`config.mk`:
```
export PLATFORM = sky130hd
export DESIGN_NAME = dma_channel
export DESIGN_NICKNAME = d
export VERILOG_FILES = /design/src/rtl/dma_channel.sv
export SDC_FILE = /design/constraint.sdc
export NUM_CORES = 1
export LEC_CHECK = 0
export ABC_AREA = 0
export CORE_MARGIN = 4
export CORE_UTILIZATION = 55
export CTS_CLUSTER_SIZE = 28
export DETAILED_ROUTE_END_ITERATION = 7
export GPL_TIMING_DRIVEN = 0
export HOLD_SLACK_MARGIN = 0.08
export PLACE_DENSITY = 0.94
export SETUP_SLACK_MARGIN = 0.4
export SLEW_MARGIN = 30
export SYNTH_ARGS = -nofsm -noshare
export SYNTH_HDL_FRONTEND = slang
export SYNTH_SLANG_ARGS = --single-unit
```
`constraint.sdc`:
```
create_clock -name clock -period 5.28 [get_ports clock]
set_input_delay 1.584 -clock clock [delete_from_list [all_inputs] [get_ports clock]]
set_output_delay 1.584 -clock clock [all_outputs]
set_load 0.005 [all_outputs]
```
`src/rtl/dma_channel.sv`:
```
// dma_channel: single-channel DMA bus master that copies half-words or words over the pipelined memory bus.
// Optional feature macro DMA_IRQ_EN: sticky completion interrupt on irq (tied low when undefined).

`ifndef MEM_SIZE_HALF
`define MEM_SIZE_HALF 2'b01
`endif
`ifndef MEM_SIZE_WORD
`define MEM_SIZE_WORD 2'b10
`endif

module dma_channel #(
    parameter int CNT_W = 14
) (
    input  logic             clock,
    input  logic             reset,
    input  logic             start,
    input  logic [31:0]      src_addr,
    input  logic [31:0]      dst_addr,
    input  logic [CNT_W-1:0] xfer_count,
    input  logic             word_mode,
    input  logic [1:0]       src_ctrl,
    input  logic [1:0]       dst_ctrl,
    input  logic             bus_grant,
    output logic [31:0]      bus_addr,
    output logic [31:0]      bus_wdata,
    input  logic [31:0]      bus_rdata,
    output logic [1:0]       bus_size,
    output logic             bus_write,
    input  logic             bus_pause,
    output logic             bus_req,
    output logic             busy,
    output logic             done,
    output logic             irq
);

    typedef enum logic [2:0] {IDLE, WAIT_GNT, RD, WR, FLUSH} state_e;

    localparam logic [CNT_W:0] REM_ONE = {{CNT_W{1'b0}}, 1'b1};
    localparam logic [CNT_W:0] REM_MAX = {1'b1, {CNT_W{1'b0}}};

    state_e         state_q, state_d;
    logic [31:0]    src_q, src_d;
    logic [31:0]    dst_q, dst_d;
    logic [CNT_W:0] rem_q, rem_d;
    logic           word_q, word_d;
    logic [1:0]     sctl_q, sctl_d;
    logic [1:0]     dctl_q, dctl_d;
    logic [31:0]    dbuf_q, dbuf_d;
    logic           done_q, done_d;

    logic [31:0]    step;
    logic [15:0]    rd_half;
    logic [1:0]     cur_size;

    assign step     = word_q ? 32'd4 : 32'd2;
    assign cur_size = word_q ? `MEM_SIZE_WORD : `MEM_SIZE_HALF;

    // NOTE: every variable gets a default before the case so no path can infer a latch.
    always_comb begin
        state_d = state_q;
        src_d   = src_q;
        dst_d   = dst_q;
        rem_d   = rem_q;
        word_d  = word_q;
        sctl_d  = sctl_q;
        dctl_d  = dctl_q;
        dbuf_d  = dbuf_q;
        done_d  = 1'b0;
        rd_half = src_q[1] ? bus_rdata[31:16] : bus_rdata[15:0];

        case (state_q)
            IDLE: begin
                if (start) begin
                    src_d   = src_addr;
                    dst_d   = dst_addr;
                    rem_d   = (xfer_count == '0) ? REM_MAX : {1'b0, xfer_count};
                    word_d  = word_mode;
                    sctl_d  = src_ctrl;
                    dctl_d  = dst_ctrl;
                    state_d = WAIT_GNT;
                end
            end
            WAIT_GNT: begin
                if (bus_grant && !bus_pause) state_d = RD;
            end
            RD: begin
                if (!bus_pause) state_d = WR;
            end
            WR: begin
                if (!bus_pause) begin
                    // Half-words migrate from the source lane to the destination lane; the other lane is zeroed.
                    dbuf_d = word_q ? bus_rdata
                                    : (dst_q[1] ? {rd_half, 16'h0000} : {16'h0000, rd_half});
                    case (sctl_q)
                        2'b00:   src_d = src_q + step;
                        2'b01:   src_d = src_q - step;
                        default: src_d = src_q;
                    endcase
                    case (dctl_q)
                        2'b01:   dst_d = dst_q - step;
                        2'b10:   dst_d = dst_q;
                        default: dst_d = dst_q + step;
                    endcase
                    rem_d   = rem_q - REM_ONE;
                    state_d = (rem_q == REM_ONE) ? FLUSH : RD;
                end
            end
            FLUSH: begin
                if (!bus_pause) begin
                    state_d = IDLE;
                    done_d  = 1'b1;
                end
            end
            default: state_d = IDLE;
        endcase
    end

    // Bus outputs are a pure function of held state, so a pause freezes them automatically.
    always_comb begin
        bus_addr  = 32'h0;
        bus_wdata = 32'h0;
        bus_size  = `MEM_SIZE_HALF;
        bus_write = 1'b0;
        case (state_q)
            RD: begin
                bus_addr  = src_q;
                bus_wdata = dbuf_q;
                bus_size  = cur_size;
            end
            WR: begin
                bus_addr  = dst_q;
                bus_write = 1'b1;
                bus_size  = cur_size;
            end
            FLUSH: begin
                bus_wdata = dbuf_q;
                bus_size  = cur_size;
            end
            default: ;
        endcase
    end

    assign busy    = (state_q != IDLE);
    assign bus_req = busy;
    assign done    = done_q;

    // NOTE: sequential state uses non-blocking assignments so all registers sample pre-edge values.
    always_ff @(posedge clock) begin
        if (reset) begin
            state_q <= IDLE;
            src_q   <= 32'h0;
            dst_q   <= 32'h0;
            rem_q   <= '0;
            word_q  <= 1'b0;
            sctl_q  <= 2'b00;
            dctl_q  <= 2'b00;
            dbuf_q  <= 32'h0;
            done_q  <= 1'b0;
        end else begin
            state_q <= state_d;
            src_q   <= src_d;
            dst_q   <= dst_d;
            rem_q   <= rem_d;
            word_q  <= word_d;
            sctl_q  <= sctl_d;
            dctl_q  <= dctl_d;
            dbuf_q  <= dbuf_d;
            done_q  <= done_d;
        end
    end

`ifdef DMA_IRQ_EN
    logic irq_q;

    always_ff @(posedge clock) begin
        if (reset) begin
            irq_q <= 1'b0;
        end else if (state_q == IDLE && start) begin
            irq_q <= 1'b0;
        end else if (done_d) begin
            irq_q <= 1'b1;
        end
    end

    assign irq = irq_q;
`else
    assign irq = 1'b0;
`endif

endmodule

```
# Word level (Yosys, flattened, before mapping)
# Index checks and enable logic that the tools add are counted.
# totals
ff_bits,120
out_inout_bits,71
word_cells,76
in_bits,120
mem_bits_ro,0
n_memories,0
ramBits,0
latchBits,0
# classes
n_div,0
order_cmp,0
bitwise,2
addsub,5
eq_ne,15
mul,0
shift,0
reduce_logical,16
mux,29
# op_table
op,count
32-bit case mux with 2 select lines,5
32-bit two-way mux,7
32-bit by 3-bit adder with 32-bit output,2
32-bit by 3-bit subtractor with 32-bit output,2
15-bit two-way mux,3
15-bit case mux with 2 select lines,1
3-bit two-way mux,7
16-bit two-way mux,1
"15-bit by 1-bit equality test with 1-bit output, second input constant",1
3-bit case mux with 5 select lines,1
"15-bit by 1-bit subtractor with 15-bit output, second input constant",1
14-bit logical NOT,1
"2-bit != test, second input constant",6
4-bit AND reduction,2
"3-bit by 2-bit equality test with 1-bit output, second input constant",2
5-bit AND reduction,1
"2-bit by 1-bit equality test with 1-bit output, second input constant",2
2-bit two-way mux,2
2-bit AND reduction,2
2-bit OR reduction,2
"3-bit by 1-bit equality test with 1-bit output, second input constant",1
"3-bit equality test, second input constant",1
3-bit logical NOT,1
"3-bit by 1-bit != test with 1-bit output, second input constant",1
10 further kinds,12

# Longest topological paths before layout
# Gate-level depths: netlist of the first run.
# depth
ltp_word,5
ltp_mapped,16
ltp_nobuf,10

# Worst setup path after synthesis of the first run
# OpenSTA, ideal clock, no wires.
# synth_timing
kind,flip-flop to flip-flop
startpoint,reg sctl_q[1]
endpoint,reg src_q[30]
path_stages_with_launch,15
required_ns,5.203
setup_ns,0.077
path_buffers,4
t_arrival_ns,3.557
period_less_slack_ns,3.634
setup_slack_ns,1.646
cell_sequence,dfxtp_1 nand2b_1 buf_2 buf_2 buf_2 buf_2 nor2_1 ha_1 nor2b_1 nor2_1 o22ai_2 a22oi_2 or4_1 a2111o_1 a41oi_2
# synth_via
elab_chain_cells,4
word_cells_on_any_way,7
classes_between,eq/ne (2); mux (3); reduce/logical (2)
# synth_rtl
element,line_no,rtl
"start, declared",46,"logic [1:0] sctl_q, sctl_d;"
"start signal, assigned",165,sctl_q <= sctl_d;
2-bit by 1-bit equality test with 1-bit output or 2-bit logical NOT (tied branches),94,case (sctl_q)
32-bit case mux with 2 select lines,94,
32-bit two-way mux,90,if (!bus_pause) begin
32-bit case mux with 2 select lines,71,case (state_q)
"end signal, assigned",161,src_q <= src_d;
"end, declared",42,"logic [31:0] src_q, src_d;"
# Several ways; a longest one is shown, not always the timed one. The select of a mux whose other input is x is not followed.
# A chain may end at the register's enable or synchronous reset.

# Worst setup path in the final report of the first run
# layout_timing
startpoint,reg state_q[0]
endpoint,out bus_addr[18]
# layout_via
elab_chain_cells,2
word_cells_on_any_way,3
classes_between,eq/ne (2); mux (1)
# layout_rtl
element,line_no,rtl
"start, declared",41,"state_e state_q, state_d;"
"start signal, assigned",160,state_q <= state_d;
3-bit by 2-bit equality test with 1-bit output,124,case (state_q)
32-bit case mux with 2 select lines *,124,
"end, declared",24,"output logic [31:0] bus_addr,"
# Mark *: on every way between the ends. The rest lies on a longest branch, timed or not.

==> results_dict.tcl, run 1 <==
set metrics [dict create \
    status "complete, no violations" \
    ys_top_cells_by_area "dfxtp_1, nor2_1, nand2_1, clkbuf_1, a21oi_1" \
    r2r-start "sctl_q[1]$_SDFFE_PP0P_" \
    post-synth-top-count-cell "nor2_1" \
    pwr-share-clk_pct 27.2 \
    dp_cells 1857 \
    hold_class "reg -> reg" \
    hold_buffers 0 \
    hpwl_mm 35.4 \
    placed_area_um2 12400 \
    grt_max_degree 17 \
    crit_path_end_kind "output pin" \
    vias 13500 \
    synth_seq_cells 120 \
    comb_power_share_pct 46.5 \
    fin_crit_sh_pct 91.5 \
    clock_sinks 120 \
    clk_latency_ns 0.44 \
    synth.largest_area_cell "dfxtp_1" \
    maxCapViolCount 0 \
    setup.worst_path.start_class "flip-flop" \
    cts_buffers 17 \
    period_minus_slack_ns 4.83 \
    grt_pass1_wl_mm 72.1 \
    fillers 1462 \
    hold_end "dst_q[0]$_SDFFE_PP0P_" \
    final_max_slew_viol_count 0 \
    drive_above_1_share_pct 7.77 \
    power.internal_mw 2.43 \
    antenna_found_initial 1 \
    cpPeakStageDelay_ns 0.58 \
    post_cts_buffers 0 \
    power_density_nw_per_um2 339 \
    syn_area_um2 10200 \
    synth_common_cells "nor2_1, nand2_1, dfxtp_1" \
    drt_first_iter_violations 1748 \
    tightestPinTransition_ns 1.04 \
    core_um2 18100 \
    crit_path_frequent_cell "clkbuf_2" \
    p_sw_mw 1.97 \
    synth-main-ff-cell "dfxtp_1" \
    whs_ns 0.460 \
    fin_cells 1889 \
    cp.required_ns 3.70 \
    holdCritStartpoint "dst_q[0]$_SDFFE_PP0P_" \
    rsz0062_at_grt "no" \
    cts-root-buf "clkbuf_16" \
    gp_congestion 1.07 \
    grt-ovfl-total 0 \
    synth_nets 1568 \
    cts_resized 26 \
    drc 0 \
    wl_mm 48.1 \
    worstPathCellList "clkbuf_2, nand3b_1, clkbuf_2, clkbuf_2, clkbuf_2, clkbuf_2, o21ai_0, clkdlybuf4s50_1" \
    cp_slowest_cell "clkdlybuf4s50_1" \
    setup_viol 0 \
    fin_nets 1775 \
    synth_top_cell_area_share_pct 23.6 \
    die_h_um 144 \
    row_count 49 \
    num_io_pins 191 \
    clockBufferDepth 2 \
    track_usage_pct 44.9 \
    avgRoutedWirePerCell_um 25.5 \
    power_leakage_nw 4.50 \
    p_sw_share_pct 44.8 \
    r2r_cells 14 \
    num_antenna_cells 0 \
    first_global_vias 12800 \
    yosysWarnings 0 \
    whs_path_depth 2 \
    timing.rr.end "src_q[30]$_SDFFE_PP0P_" \
    synth_edf_count 0 \
    hold_violations 0 \
    relSlewSlack_pct 30.5 \
    crit_arrival_ns 3.25 \
    fin_skew_ns 0.0101 \
    die-width_um 144 \
    synthDistinctLibCells 89 \
    fin_area_um2 13000 \
    cts.clk_slew.worst_paths_ns 0.06 \
    seqPwrFrac_pct 26.3 \
    cts_tree "built" \
    start_util_pct 56.4 \
    async_flop_share_pct 0 \
    ant_nets 0 \
    cts_htree_levels 4 \
    reg2reg_slack_ns 0.61 \
    vias_per_cell 7.12 \
    criticalPathCategory "reg -> out" \
    synth_area_per_cell_um2 7.08 \
    area_delta_synth_final_pct 27.5 \
    clock.fmax_mhz 207 \
    path_max_fanout 10 \
    tns_ns 0 \
    synth.yosys.seq_area_share_pct 23.6 \
    vdd_ir_drop_max_v 0.000253 \
    firstDrtPassIters 8 \
    synthCells 1440 \
    die_area_um2 20800 \
    io_buffers 188 \
]
[power by group through the flow]
stage | logic [mW] | clock network [mW] | registers, mW
final | 2.05 | 1.20 | 1.16
after global routing | 2.17 | 1.22 | 1.17
after floorplan | 1.28 | 0 | 1.13
after global placement | 1.90 | 0 | 1.16
after detailed placement | 1.93 | 0 | 1.17
after CTS | 1.95 | 1.18 | 1.15
[through the flow]
step / power (mW) / worst slack, ns / utilization [%]
2_1_floorplan: 2.41 / 1.65 / -
3_3_place_gp: 3.06 / -0.157 / 68.4
3_5_place_dp: 3.10 / -0.256 / 68.4
4_1_cts: 4.28 / 0.483 / 71.8
5_1_grt: 4.55 / 0.414 / 71.9
6_report: 4.40 / 0.448 / 71.9
[logic make-up after synthesis]
logic type,after synthesis,share of synthesized area [%]
AOI/OAI and AO/OA,442,30.6
xor gates and xnor gates,8,0.687
adders and majority gates,8,0.982
buffers and inverters,187,7.69
DFF,120,23.6
muxes,31,3.13
other,1,0.0368
and+or+nand+nor,643,33.3
[worst max path at each step]
stage	from	end	slack, ns	cells after the start
floorplan	sctl_q[1]$_SDFFE_PP0P_	src_q[30]$_SDFFE_PP0P_	1.65	14
global placement	state_q[0]$_SDFFE_PP0P_	bus_addr[0]	-0.16	9
detailed placement	state_q[0]$_SDFFE_PP0P_	bus_addr[0]	-0.26	9
CTS	state_q[0]$_SDFFE_PP0P_	bus_addr[9]	0.48	8
global route	state_q[0]$_SDFFE_PP0P_	bus_addr[18]	0.41	8
finish	state_q[0]$_SDFFE_PP0P_	bus_addr[18]	0.45	8
[final cells by class]
cell class | instances | area (µm²) | share of cell area [%]
clock buffers | 19 | 433 | 3.33
well taps | 229 | 287 | 2.20
inverters | 31 | 116 | 0.895
clock inverters | 13 | 145 | 1.12
multi-input cells | 1133 | 7040 | 54.1
repair buffers | 188 | 1880 | 14.5
plain buffers | 156 | 699 | 5.38
flip-flops and latches | 120 | 2400 | 18.5
[cell usage in the layout, fill, tap and decap left out, types with 9 or more instances in the layout]
master	Yosys	final
nand3_1	50	50
nor2_1	147	147
and2_1	46	46
or4_1	28	28
and4_1	9	9
nand4_1	31	31
clkdlybuf4s50_1	0	188
or3_1	15	15
clkbuf_2	1	9
a211oi_1	32	32
dfxtp_1	120	120
o22ai_1	12	12
buf_2	29	31
nor2b_1	11	10
mux2i_1	24	24
a22o_1	39	39
o2111ai_1	11	11
inv_1	27	27
a31oi_1	30	30
o31ai_1	17	17
a22oi_1	47	47
o21ai_0	68	65
nand2_1	132	132
nor3_1	58	58
a21oi_1	74	74
clkbuf_1	109	102
clkbuf_16	0	17
o211ai_1	23	23
a21o_1	12	12
nand4b_1	11	11
and3_1	25	25
nor4_1	30	30
nand2b_1	10	10
[per-layer routing]
metal	track usage (%)	part of all wire, %	vias to the layer above
li1	-	-	5843
met1	54.4	36	6134
met2	69.4	42	1180
met3	13.3	14	297
met4	29.4	7.9	2
met5	0	0.023	-
[registers in the layout, summed over array words and instances (netlist names)]
register,cells
dctl_q,2
rem_q,15
state_q,3
word_q,1
src_q,32
sctl_q,2
done,1
dst_q,32
dbuf_q,32
[critical path, delay by kind of cell, from the launching register on]
kind,cells,cell delay (ns)
AOI/OAI and AO/OA,1,0.31
buffers and inverters,6,1.93
DFF,1,0.35
and+or+nand+nor,1,0.19
Note: power is estimated with default switching activity, not from simulation.
==> run 2, diff against run 1 <==
--- a/config.mk
+++ b/config.mk
@@ -6,13 +6,16 @@
 export NUM_CORES = 1
 export LEC_CHECK = 0
 export ABC_AREA = 0
+export CELL_PAD_IN_SITES_DETAIL_PLACEMENT = 1
+export CELL_PAD_IN_SITES_GLOBAL_PLACEMENT = 2
 export CORE_MARGIN = 4
-export CORE_UTILIZATION = 55
+export CORE_UTILIZATION = 32
 export CTS_CLUSTER_SIZE = 28
 export DETAILED_ROUTE_END_ITERATION = 7
 export GPL_TIMING_DRIVEN = 0
 export HOLD_SLACK_MARGIN = 0.08
-export PLACE_DENSITY = 0.94
+export PLACE_DENSITY = 0.95
+export REMOVE_ABC_BUFFERS = 1
 export SETUP_SLACK_MARGIN = 0.4
 export SLEW_MARGIN = 30
 export SYNTH_ARGS = -nofsm -noshare
==> run 2 against run 1 <==
Critical path depth is 1 higher. Power is 1.7% lower. First-iteration DRC count is 53% lower. Highest routed layer is now met4. Utilization is 30 points lower. Critical path type unchanged. Register-to-register slack better by 0.15 ns. Sequential share of layout area is 0.12 points lower.
==> results_dict.tcl, run 2 (same netlist as run 1, synthesis figures left out) <==
set metrics [dict create \
    hpwl_mm 29.1 \
    hold_buffers 0 \
    clockBufferDepth 2 \
    clk_latency_ns 0.44 \
    vias_per_cell 6.09 \
    crit_path_start "state_q[0]$_SDFFE_PP0P_" \
    setup.worst_path.start_class "flip-flop" \
    track_usage_pct 22.3 \
    grt-ovfl-total 0 \
    start_util_pct 32.4 \
    power.internal_mw 2.55 \
    cts_tree "built" \
    fin_cells 1935 \
    maxCapViolCount 0 \
    final_max_slew_viol_count 0 \
    cts_htree_levels 4 \
    p_sw_mw 1.78 \
    path_max_fanout 80 \
    die_area_um2 34800 \
    tns_ns 0 \
    drc 0 \
    fin_area_um2 13100 \
    gp_congestion 0.868 \
    reg2reg_slack_ns 0.76 \
    r2r-start "src_q[1]$_SDFFE_PP0P_" \
    period_minus_slack_ns 4.66 \
    ant_nets 0 \
    dp_cells 1902 \
    fin_crit_sh_pct 88.2 \
    seqPwrFrac_pct 31.4 \
    grt_max_degree 81 \
    relSlewSlack_pct 32.1 \
    setup_viol 0 \
    holdCritStartpoint "src_q[0]$_SDFFE_PP0P_" \
    largestRegisters "dbuf_q x32, dst_q x32, src_q x32" \
    pwr-share-clk_pct 29.2 \
    row_count 65 \
    hold_violations 0 \
    crit_path_end_kind "output pin" \
    cts_buffers 17 \
    drive_above_1_share_pct 7.65 \
    power_density_nw_per_um2 331 \
    tightestPinTransition_ns 1.02 \
    io_buffers 189 \
    avgRoutedWirePerCell_um 20.9 \
    die_h_um 187 \
    crit_arrival_ns 3.07 \
    num_io_pins 191 \
    drt_first_iter_violations 821 \
    cp.required_ns 3.70 \
    antenna_found_initial 3 \
    final_cell_mix "clkdlybuf4s50_1, nor2_1, nand2_1" \
    fin_skew_ns 0.0113 \
    grt_pass1_wl_mm 65.0 \
    power_leakage_nw 4.38 \
    clock_sinks 120 \
    p_sw_share_pct 41.1 \
    die-width_um 187 \
    firstDrtPassIters 5 \
    cts.clk_slew.worst_paths_ns 0.06 \
    rsz0062_at_grt "no" \
    wl_mm 40.4 \
    fin_nets 1648 \
    status "complete, no violations" \
    vias 11800 \
    post-route-util_pct 41.6 \
    final_common_cell "clkdlybuf4s50_1" \
    clock.fmax_mhz 215 \
    vdd_ir_drop_max_v 0.000255 \
    hold_class "reg -> reg" \
    core_um2 31500 \
    fillers 3826 \
    first_global_vias 11800 \
    criticalPathCategory "reg -> out" \
    placed_area_um2 12500 \
    comb_power_share_pct 39.4 \
    cts-root-buf "clkbuf_16" \
    area_delta_synth_final_pct 28.4 \
]
run 2: changes by cell type in the layout (fill, tap and decap cells not counted), sizes merged:
cell | previous run | this run
diode | 0 | 3
buf | 46 | 29
bufinv | 2 | 4
clkbuf | 129 | 20
clkinv | 7 | 4
inv | 32 | 29
run 2: worst paths after layout:
path	to	cells past startpoint
setup / recovery	bus_addr[14]	9
hold / removal	src_q[0]$_SDFFE_PP0P_	2
setup reg to reg	src_q[29]$_SDFFE_PP0P_	9
hold reg to reg	src_q[0]$_SDFFE_PP0P_	2
run 2: layer usage:
metal  share of wire (%)  global-route usage, %  vias up  routed length (µm)
met4                 3.7                   9.44        0                1500
li1                    -                      -     5598                   -
met1                  44                   28.4     5853               17700
met3                 3.3                   2.66       73                1340
met5                   0                      0        -                   0
met2                  49                   38.4      263               19900
run 2: critical path, cell delays in order (launching register included):
cell and delay (ns):
dfxtp_1 0.60, nand3b_1 0.19, buf_6 0.18, buf_6 0.15, buf_6 0.16, inv_6 0.14, buf_16 0.33, nand2_1 0.19
nand2_1 0.09, clkdlybuf4s50_1 0.57
run 2: area by class of cell:
type / count / area [µm²] / share of cell area, %
diodes: 3 / 7.51 / 0.0573
inverters: 31 / 125 / 0.955
well taps: 402 / 503 / 3.84
flip-flops and latches: 120 / 2400 / 18.4
multi-input cells: 1133 / 7090 / 54.2
clock inverters: 9 / 150 / 1.15
repair buffers: 217 / 2360 / 18.0
clock buffers: 20 / 457 / 3.49
run 2: through the flow:
stage | power (mW) | worst slack, ns | hold slack (ns)
2_1_floorplan | 2.30 | -2.29 | 0.430
6_report | 4.33 | 0.622 | 0.465
3_5_place_dp | 3.05 | 0.395 | 0.453
4_1_cts | 4.33 | 0.625 | 0.460
5_1_grt | 4.59 | 0.457 | 0.492
3_3_place_gp | 2.88 | -6.85 | 0.445
run 2: power by group through the flow:
stage | Combinational, mW | Sequential [mW] | Clock [mW]
2_1_floorplan | 1.05 | 1.25 | 0
3_3_place_gp | 1.52 | 1.35 | 0
3_5_place_dp | 1.69 | 1.37 | 0
4_1_cts | 1.70 | 1.35 | 1.28
5_1_grt | 1.89 | 1.39 | 1.32
6_report | 1.71 | 1.36 | 1.26
run 2: timing repair:
action | CTS | global route
gates resized for setup | 0 | 1
pin swaps | 1 | 0
setup endpoints to repair | 18 | 2
setup buffers | 1 | 0
==> run 3, diff against run 2 <==
--- a/config.mk
+++ b/config.mk
@@ -10,6 +10,7 @@
 export CELL_PAD_IN_SITES_GLOBAL_PLACEMENT = 2
 export CORE_MARGIN = 4
 export CORE_UTILIZATION = 32
+export CTS_CLUSTER_DIAMETER = 50
 export CTS_CLUSTER_SIZE = 28
 export DETAILED_ROUTE_END_ITERATION = 7
 export GPL_TIMING_DRIVEN = 0
==> results of run 3 <==
Final layout, timing and power as in run 2 (identical DEF).
